### src/rtl/qpu_exu_bjp_commit_pkg.sv
// Shared definitions for the BJP commit stage: PC width, FSM state codes, redirect target helper.
// Also carries the QPU_defines macros (`QPU_PC_SIZE, `QPU_BJP_CMT_ST_*) used by the package.
// Pure definitions; no logic, no latency, no backpressure.
`ifndef QPU_DEFINES_V
`define QPU_DEFINES_V
`define QPU_PC_SIZE 32
`define QPU_BJP_CMT_ST_IDLE 1'b0
`define QPU_BJP_CMT_ST_FLUSH 1'b1
`endif

package qpu_exu_bjp_commit_pkg;

  localparam int PC_W = `QPU_PC_SIZE;

  // Sequential fall-through distance for a not-taken branch.
  localparam logic [PC_W-1:0] SEQ_STEP = PC_W'(4);

  typedef enum logic [0:0] {
    ST_IDLE  = `QPU_BJP_CMT_ST_IDLE,
    ST_FLUSH = `QPU_BJP_CMT_ST_FLUSH
  } cmt_state_e;

  // Corrected fetch PC for a resolved branch; wraps modulo 2^PC_W.
  function automatic logic [PC_W-1:0] bjp_redirect_pc(
    input logic [PC_W-1:0] pc,
    input logic [PC_W-1:0] imm,
    input logic            rslv
  );
    return rslv ? (pc + imm) : (pc + SEQ_STEP);
  endfunction

endpackage

### src/rtl/qpu_bjp_perf_cnt.sv
// Saturating event counter with synchronous clear; present only when QPU_BJP_PERF_CNT_EN is defined.
// Latency: count visible one cycle after the increment or clear.
// Backpressure: none; clear wins over a same-cycle increment, counter sticks at all-ones.
`ifdef QPU_BJP_PERF_CNT_EN
module qpu_bjp_perf_cnt #(
  parameter int CNT_W = 32
) (
  input  logic             clk,
  input  logic             rst,
  input  logic             clr_i,
  input  logic             inc_i,
  output logic [CNT_W-1:0] cnt_o
);

  logic [CNT_W-1:0] cnt_q;
  logic [CNT_W-1:0] cnt_d;

  // Next count: clear first, otherwise increment unless already saturated.
  always_comb begin
    cnt_d = cnt_q;
    if (clr_i) begin
      cnt_d = '0;
    end else if (inc_i && (cnt_q != '1)) begin
      cnt_d = cnt_q + CNT_W'(1);
    end
  end

  // Counter register with synchronous reset.
  always_ff @(posedge clk) begin
    if (rst) begin
      cnt_q <= '0;
    end else begin
      cnt_q <= cnt_d;
    end
  end

  assign cnt_o = cnt_q;

endmodule
`endif

### src/rtl/qpu_exu_bjp_commit.sv
// Branch commit stage: retires BJP results, issues a registered IFU redirect on mispredict.
// Latency: flush_o_valid one cycle after a mispredicted commit is accepted; perf counters optional (QPU_BJP_PERF_CNT_EN).
// Backpressure: cmt_i_ready drops while a redirect is pending; the redirect is held until flush_o_ready.
module qpu_exu_bjp_commit
  import qpu_exu_bjp_commit_pkg::*;
#(
  parameter int CNT_W = 32
) (
  input  logic             clk,
  input  logic             rst,
  input  logic             cmt_i_valid,
  output logic             cmt_i_ready,
  input  logic             cmt_i_prdt,
  input  logic             cmt_i_rslv,
  input  logic [PC_W-1:0]  cmt_i_pc,
  input  logic [PC_W-1:0]  cmt_i_imm,
  output logic             flush_o_valid,
  input  logic             flush_o_ready,
  output logic [PC_W-1:0]  flush_o_pc,
  output logic             cmt_o_mispred,
  input  logic             perf_i_clr,
  output logic [CNT_W-1:0] perf_o_bjp_cnt,
  output logic [CNT_W-1:0] perf_o_mis_cnt
);

  cmt_state_e      state_q;
  cmt_state_e      state_d;
  logic            flush_vld_q;
  logic            flush_vld_d;
  logic [PC_W-1:0] flush_pc_q;
  logic [PC_W-1:0] flush_pc_d;
  logic            cmt_acc;
  logic            cmt_mis;

  // Commit handshake: only IDLE accepts, and never while reset is asserted.
  always_comb begin
    cmt_i_ready = (state_q == ST_IDLE) && !rst;
    cmt_acc     = cmt_i_valid && cmt_i_ready;
    cmt_mis     = cmt_acc && (cmt_i_prdt != cmt_i_rslv);
  end

  assign cmt_o_mispred = cmt_mis;

  // Next state and redirect PC; the PC is captured only at mispredict acceptance so it holds during FLUSH.
  always_comb begin
    state_d    = state_q;
    flush_pc_d = flush_pc_q;
    case (state_q)
      ST_IDLE: begin
        if (cmt_mis) begin
          state_d    = ST_FLUSH;
          flush_pc_d = bjp_redirect_pc(cmt_i_pc, cmt_i_imm, cmt_i_rslv);
        end
      end
      ST_FLUSH: begin
        if (flush_o_ready) begin
          state_d = ST_IDLE;
        end
      end
      default: begin
        state_d = ST_IDLE;
      end
    endcase
    flush_vld_d = (state_d == ST_FLUSH);
  end

  // FSM and registered redirect outputs; reset drops any pending redirect.
  always_ff @(posedge clk) begin
    if (rst) begin
      state_q     <= ST_IDLE;
      flush_vld_q <= 1'b0;
      flush_pc_q  <= '0;
    end else begin
      state_q     <= state_d;
      flush_vld_q <= flush_vld_d;
      flush_pc_q  <= flush_pc_d;
    end
  end

  assign flush_o_valid = flush_vld_q;
  assign flush_o_pc    = flush_pc_q;

`ifdef QPU_BJP_PERF_CNT_EN
  qpu_bjp_perf_cnt #(
    .CNT_W (CNT_W)
  ) u_bjp_cnt (
    .clk   (clk),
    .rst   (rst),
    .clr_i (perf_i_clr),
    .inc_i (cmt_acc),
    .cnt_o (perf_o_bjp_cnt)
  );

  qpu_bjp_perf_cnt #(
    .CNT_W (CNT_W)
  ) u_mis_cnt (
    .clk   (clk),
    .rst   (rst),
    .clr_i (perf_i_clr),
    .inc_i (cmt_mis),
    .cnt_o (perf_o_mis_cnt)
  );
`else
  // Counters compiled out: ports read zero and the clear input has no effect.
  logic unused_perf_clr;
  assign unused_perf_clr = perf_i_clr;
  assign perf_o_bjp_cnt  = '0;
  assign perf_o_mis_cnt  = '0;
`endif

endmodule
### config.mk
export PLATFORM = sky130hd
export DESIGN_NAME = qpu_exu_bjp_commit
export DESIGN_NICKNAME = d
export VERILOG_FILES = /design/src/rtl/qpu_exu_bjp_commit_pkg.sv /design/src/rtl/qpu_bjp_perf_cnt.sv /design/src/rtl/qpu_exu_bjp_commit.sv
export SDC_FILE = /design/constraint.sdc
export NUM_CORES = 1
export LEC_CHECK = 0
export CORE_UTILIZATION = 30
export DETAILED_ROUTE_END_ITERATION = 8
export PLACE_DENSITY_LB_ADDON = 0.15
export SLEW_MARGIN = 20
export SYNTH_ARGS = -nofsm -noshare
export SYNTH_HDL_FRONTEND = slang
export SYNTH_SLANG_ARGS = --single-unit
### constraint.sdc
create_clock -name clk -period 2.65 [get_ports clk]
set_clock_uncertainty 0.2 [all_clocks]
set_input_delay 0.53 -clock clk [delete_from_list [all_inputs] [get_ports clk]]
set_output_delay 0.53 -clock clk [all_outputs]
set_load 0.1 [all_outputs]
==> results.tsv, run 1 <==
stage	metric	value	unit
final_layout	number of diodes	0	
final_layout	Multi-input gate area	0.00366	mm2
synth	#FFs+latches synth	33	
timing	final max-slew violation count	0	
clock_tree	clk_lat worst skew	0.27	ns
drt	DRT antenna net count	0	
status	failing checks	negative setup slack	
clock_tree	CTS buffer count	5	
synth	Distinct cells, synth	65	
global_routing	total gr overflow	0	
setup_path	crit path buf inv count	2	
setup_path	cell with the largest stage delay on the worst path	fa_2	
floorplanning	num ports	170	
drt	Routed WL per cell	14.8	um
global_routing	largest net degree at the start of global routing	52	
place	Port Buffers	104	
clock_tree	root buffer cell	clkbuf_16	
setup_path	cell-by-cell trace of the critical path	buf_6, ha_4, fa_2, a21oi_4, o221ai_4, o211ai_2, a21oi_2, o31ai_4, buf_4, o31ai_4, a211o_1, o211ai_1	
floorplanning	Initial Util	0.311	
setup_path	cell class contributing the biggest share of worst-path delay	compound AO/OA/AOI/OAI gates	
synth	Cell Area, Synth	0.00419	mm2
timing	Final Setup Violations	2	
drt	DRC violations left	0	
floorplanning	Die X	120	um
synth	synthesized instance count	551	
setup_path	WS Path Type	in -> reg	
drt	drt via density	4.83	
setup_path	crit path max fanout	4	
floorplanning	row count	42	
final_layout	Layout area overhead	60.2	%
timing	Hold Vio Cnt, Final	0	
final_layout	Seq. cell area	662	um2
timing	min Tclk post-route	2.69	ns
global_routing	GRT Util Overall	0.191	
clock_tree	Hold Buf Count CTS	0	
synth	Yosys top cell area share	0.158	
global_routing	GR Util met3	0.0133	
power_and_ir_drop	Pleak	0.00300	uW
setup_path	worst stage delay on the critical path	0.37	ns
status	status	finished, violations left	
final_layout	final non-filler cell total	959	
final_layout	Layout Nets	886	
clock_tree	H-tree depth	2	
floorplanning	Die Ht	120	um
synth	dominant cells by area after synthesis	dfxtp_1 16%, buf_4 12%, ha_1 9.6%	
final_layout	count of filler cells inserted in the layout	1312	
setup_path	startpoint class of the critical path	input port	
floorplanning	die area	0.0144	mm2
timing	ratio of final minimum period to clock period	1.02	
power_and_ir_drop	Worst VDD drop	0.221	mV
place	placed instance count	930	
worst_hold_path	Hold Path Class	reg -> reg	
worst_hold_path	WHS Path Cells	2	
setup_path	critical path endpoint category	flip-flop	
global_routing	met1 Track Usage GR	0.265	
global_routing	busiest layer in global routing	met2	
setup_path	worst reg2reg setup slack	0.78	ns
setup_path	Worst EP arrival	2.69	ns
timing	RSZ-0062 raised after global routing	true	
timing	worst slew pin tran	0.548	ns
floorplanning	Core ar.	0.0135	mm2
synth	sequential cell area fraction in the yosys report	0.158	
drt	Detailed Routing Iterations Pass 1	5	
setup_path	reg2reg path depth	7	
flow_run	Max Cap Viol	0	
clock_tree	clock tree buffer depth	2	
final_layout	layout cell share with drive strength beyond 1	0.404	
drt	1st-iter DRT viols	291	
synth	Top FF cell, synth	dfxtp_1	
clock_tree	CTS tree	yes	
setup_path	R2R Path End	flush_o_pc[28]$_SDFFE_PP0P_	
place	Final HPWL DP	11000	um
synth	ys async rst share	0	
drt	vias	4632	
setup_path	Worst EP required	2.65	ns
global_routing	initial antenna violation count	0	
clock_tree	Sink Count	33	
synth	post-synth top area cell	dfxtp_1	
setup_path	Crit path top cell by count	o31ai_4	
timing	sum of negative setup slack	-0.0732	ns
timing	relative slew slack	0.634	
worst_hold_path	Hold Path Sink	flush_o_pc[27]$_SDFFE_PP0P_	
global_routing	met2 Use GR	0.322	
power_and_ir_drop	power per cell area	432	mW/mm2
timing	Max Fclk	372	MHz
synth	YS warnings	0	
clock_tree	Reg clk slew, reported paths	0.05	ns
worst_hold_path	hold path start	flush_o_pc[27]$_SDFFE_PP0P_	
global_routing	vias in the first global route	4487	
place	final RePlAce weighted congestion	0.860	
drt	WL final	14100	um
setup_path	Crit Reg-Reg Startpoint	flush_o_valid$_SDFF_PP0_	
global_routing	first-pass GRT wire length	22400	um
timing	PnR worst setup slack	-0.0409	ns
synth	Syn Area/Cell	7.60	um2
synth	Post-synth EDFFs	0	
-- placed cells by master (no fill, tap or decap), types with 21 or more instances in the layout --
cell     instances
xnor2_1         31
nand2_1         35
conb_1          64
buf_4          175
o21ai_0         21
dfxtp_1         32
xor2_1          21
a21oi_1         44
nor2_1          45
ha_4            23
-- stage by stage --
stage / total power, uW / area (um2) / hold slack [ns] / setup slack, ns / util
finish: 2900 / 6710 / 0.248 / -0.0409 / 0.499
global route: 3050 / 6710 / 0.284 / -0.128 / 0.499
CTS: 2850 / 6570 / 0.253 / -0.141 / 0.488
detailed placement: 2170 / 5920 / 0.245 / -0.787 / 0.440
global placement: 2160 / 5920 / 0.240 / -0.798 / 0.440
floorplan: 1780 / 4460 / 0.504 / -0.000842 / -
-- area by class of cell --
cell class / instances / share of cell area
inverter: 15 / 0.00876
multi-input combinational: 477 / 0.545
sequential: 33 / 0.0986
tap: 176 / 0.0328
clock inverter: 3 / 0.00261
timing repair buffer: 250 / 0.293
clock buffer: 5 / 0.0186
-- sequential cells by signal, summed over array words and instances, names as in the netlist --
| signal | cells |
|---|---|
| flush_o_valid | 1 |
| flush_o_pc | 32 |
-- cells in the mapped netlist (3+ instances only) --
cell type	number
buf_4	67
a21oi_1	56
nor2_1	48
nand2_1	36
dfxtp_1	33
xnor2_1	33
ha_1	32
o21ai_0	25
nand3_1	21
xor2_1	21
inv_1	14
a21o_1	12
clkbuf_1	12
nand4_1	12
a211oi_1	11
a22oi_1	8
and3_1	8
nor2b_1	7
o21ai_1	7
a31oi_1	6
buf_6	5
clkbuf_8	5
nand2b_1	5
nor3_1	5
o21bai_1	5
mux2i_1	3
o211ai_1	3
-- where the power goes --
part	total, uW	internal (uW)	switching [uW]
Combinational	1790	603	1190
Sequential	552	530	21.9
Clock	559	344	215
-- worst max path at each step --
stage,end,startpoint,depth (start not counted)
after floorplan,flush_o_pc[27]$_SDFFE_PP0P_,cmt_i_pc[22],10
after global placement,flush_o_pc[24]$_SDFFE_PP0P_,cmt_i_pc[0],11
after detailed placement,flush_o_pc[24]$_SDFFE_PP0P_,cmt_i_pc[0],11
after CTS,flush_o_pc[24]$_SDFFE_PP0P_,cmt_i_pc[0],11
after global routing,flush_o_pc[28]$_SDFFE_PP0P_,cmt_i_pc[0],12
final,flush_o_pc[28]$_SDFFE_PP0P_,cmt_i_pc[0],12
-- layer usage --
layer  vias up  part of all wire
li1       2299                 -
met1      2141              0.46
met2       176              0.47
met3        16             0.058
met4         0             0.013
met5         -                 0
-- what timing repair did --
item | in CTS | in global routing
hold endpoints to repair | 0 | 0
endpoints found under the setup margin | 24 | 16
gates resized for setup | 188 | 64
pin swaps | 55 | 48
setup buffers | 14 | 8
-- worst register-to-register path, cell delays in order, from the launching register on --
cell	delay, ns
dfxtp_2	0.34
nor2_4	0.11
nand3_1	0.11
inv_1	0.21
buf_4	0.26
nand2_1	0.18
a211o_1	0.30
o211ai_1	0.08
-- cell families after synthesis --
kind of cell	after synthesis	share of synthesized area
XOR/XNOR	54	0.113
flip-flops	33	0.158
multiplexers	3	0.00717
other	1	0.000895
adder cells (fa/ha/maj)	33	0.100
buffers and inverters	104	0.174
AO/OA/AOI/OAI	162	0.251
AND/OR/NAND/NOR	161	0.195
Power figures use the tool's default switching activity.
==> inputs of run 2 (changes only) <==
- CAP_MARGIN: unset -> 20
==> results of run 2 <==
The final DEF is identical to that of run 1; final timing and power are the same.
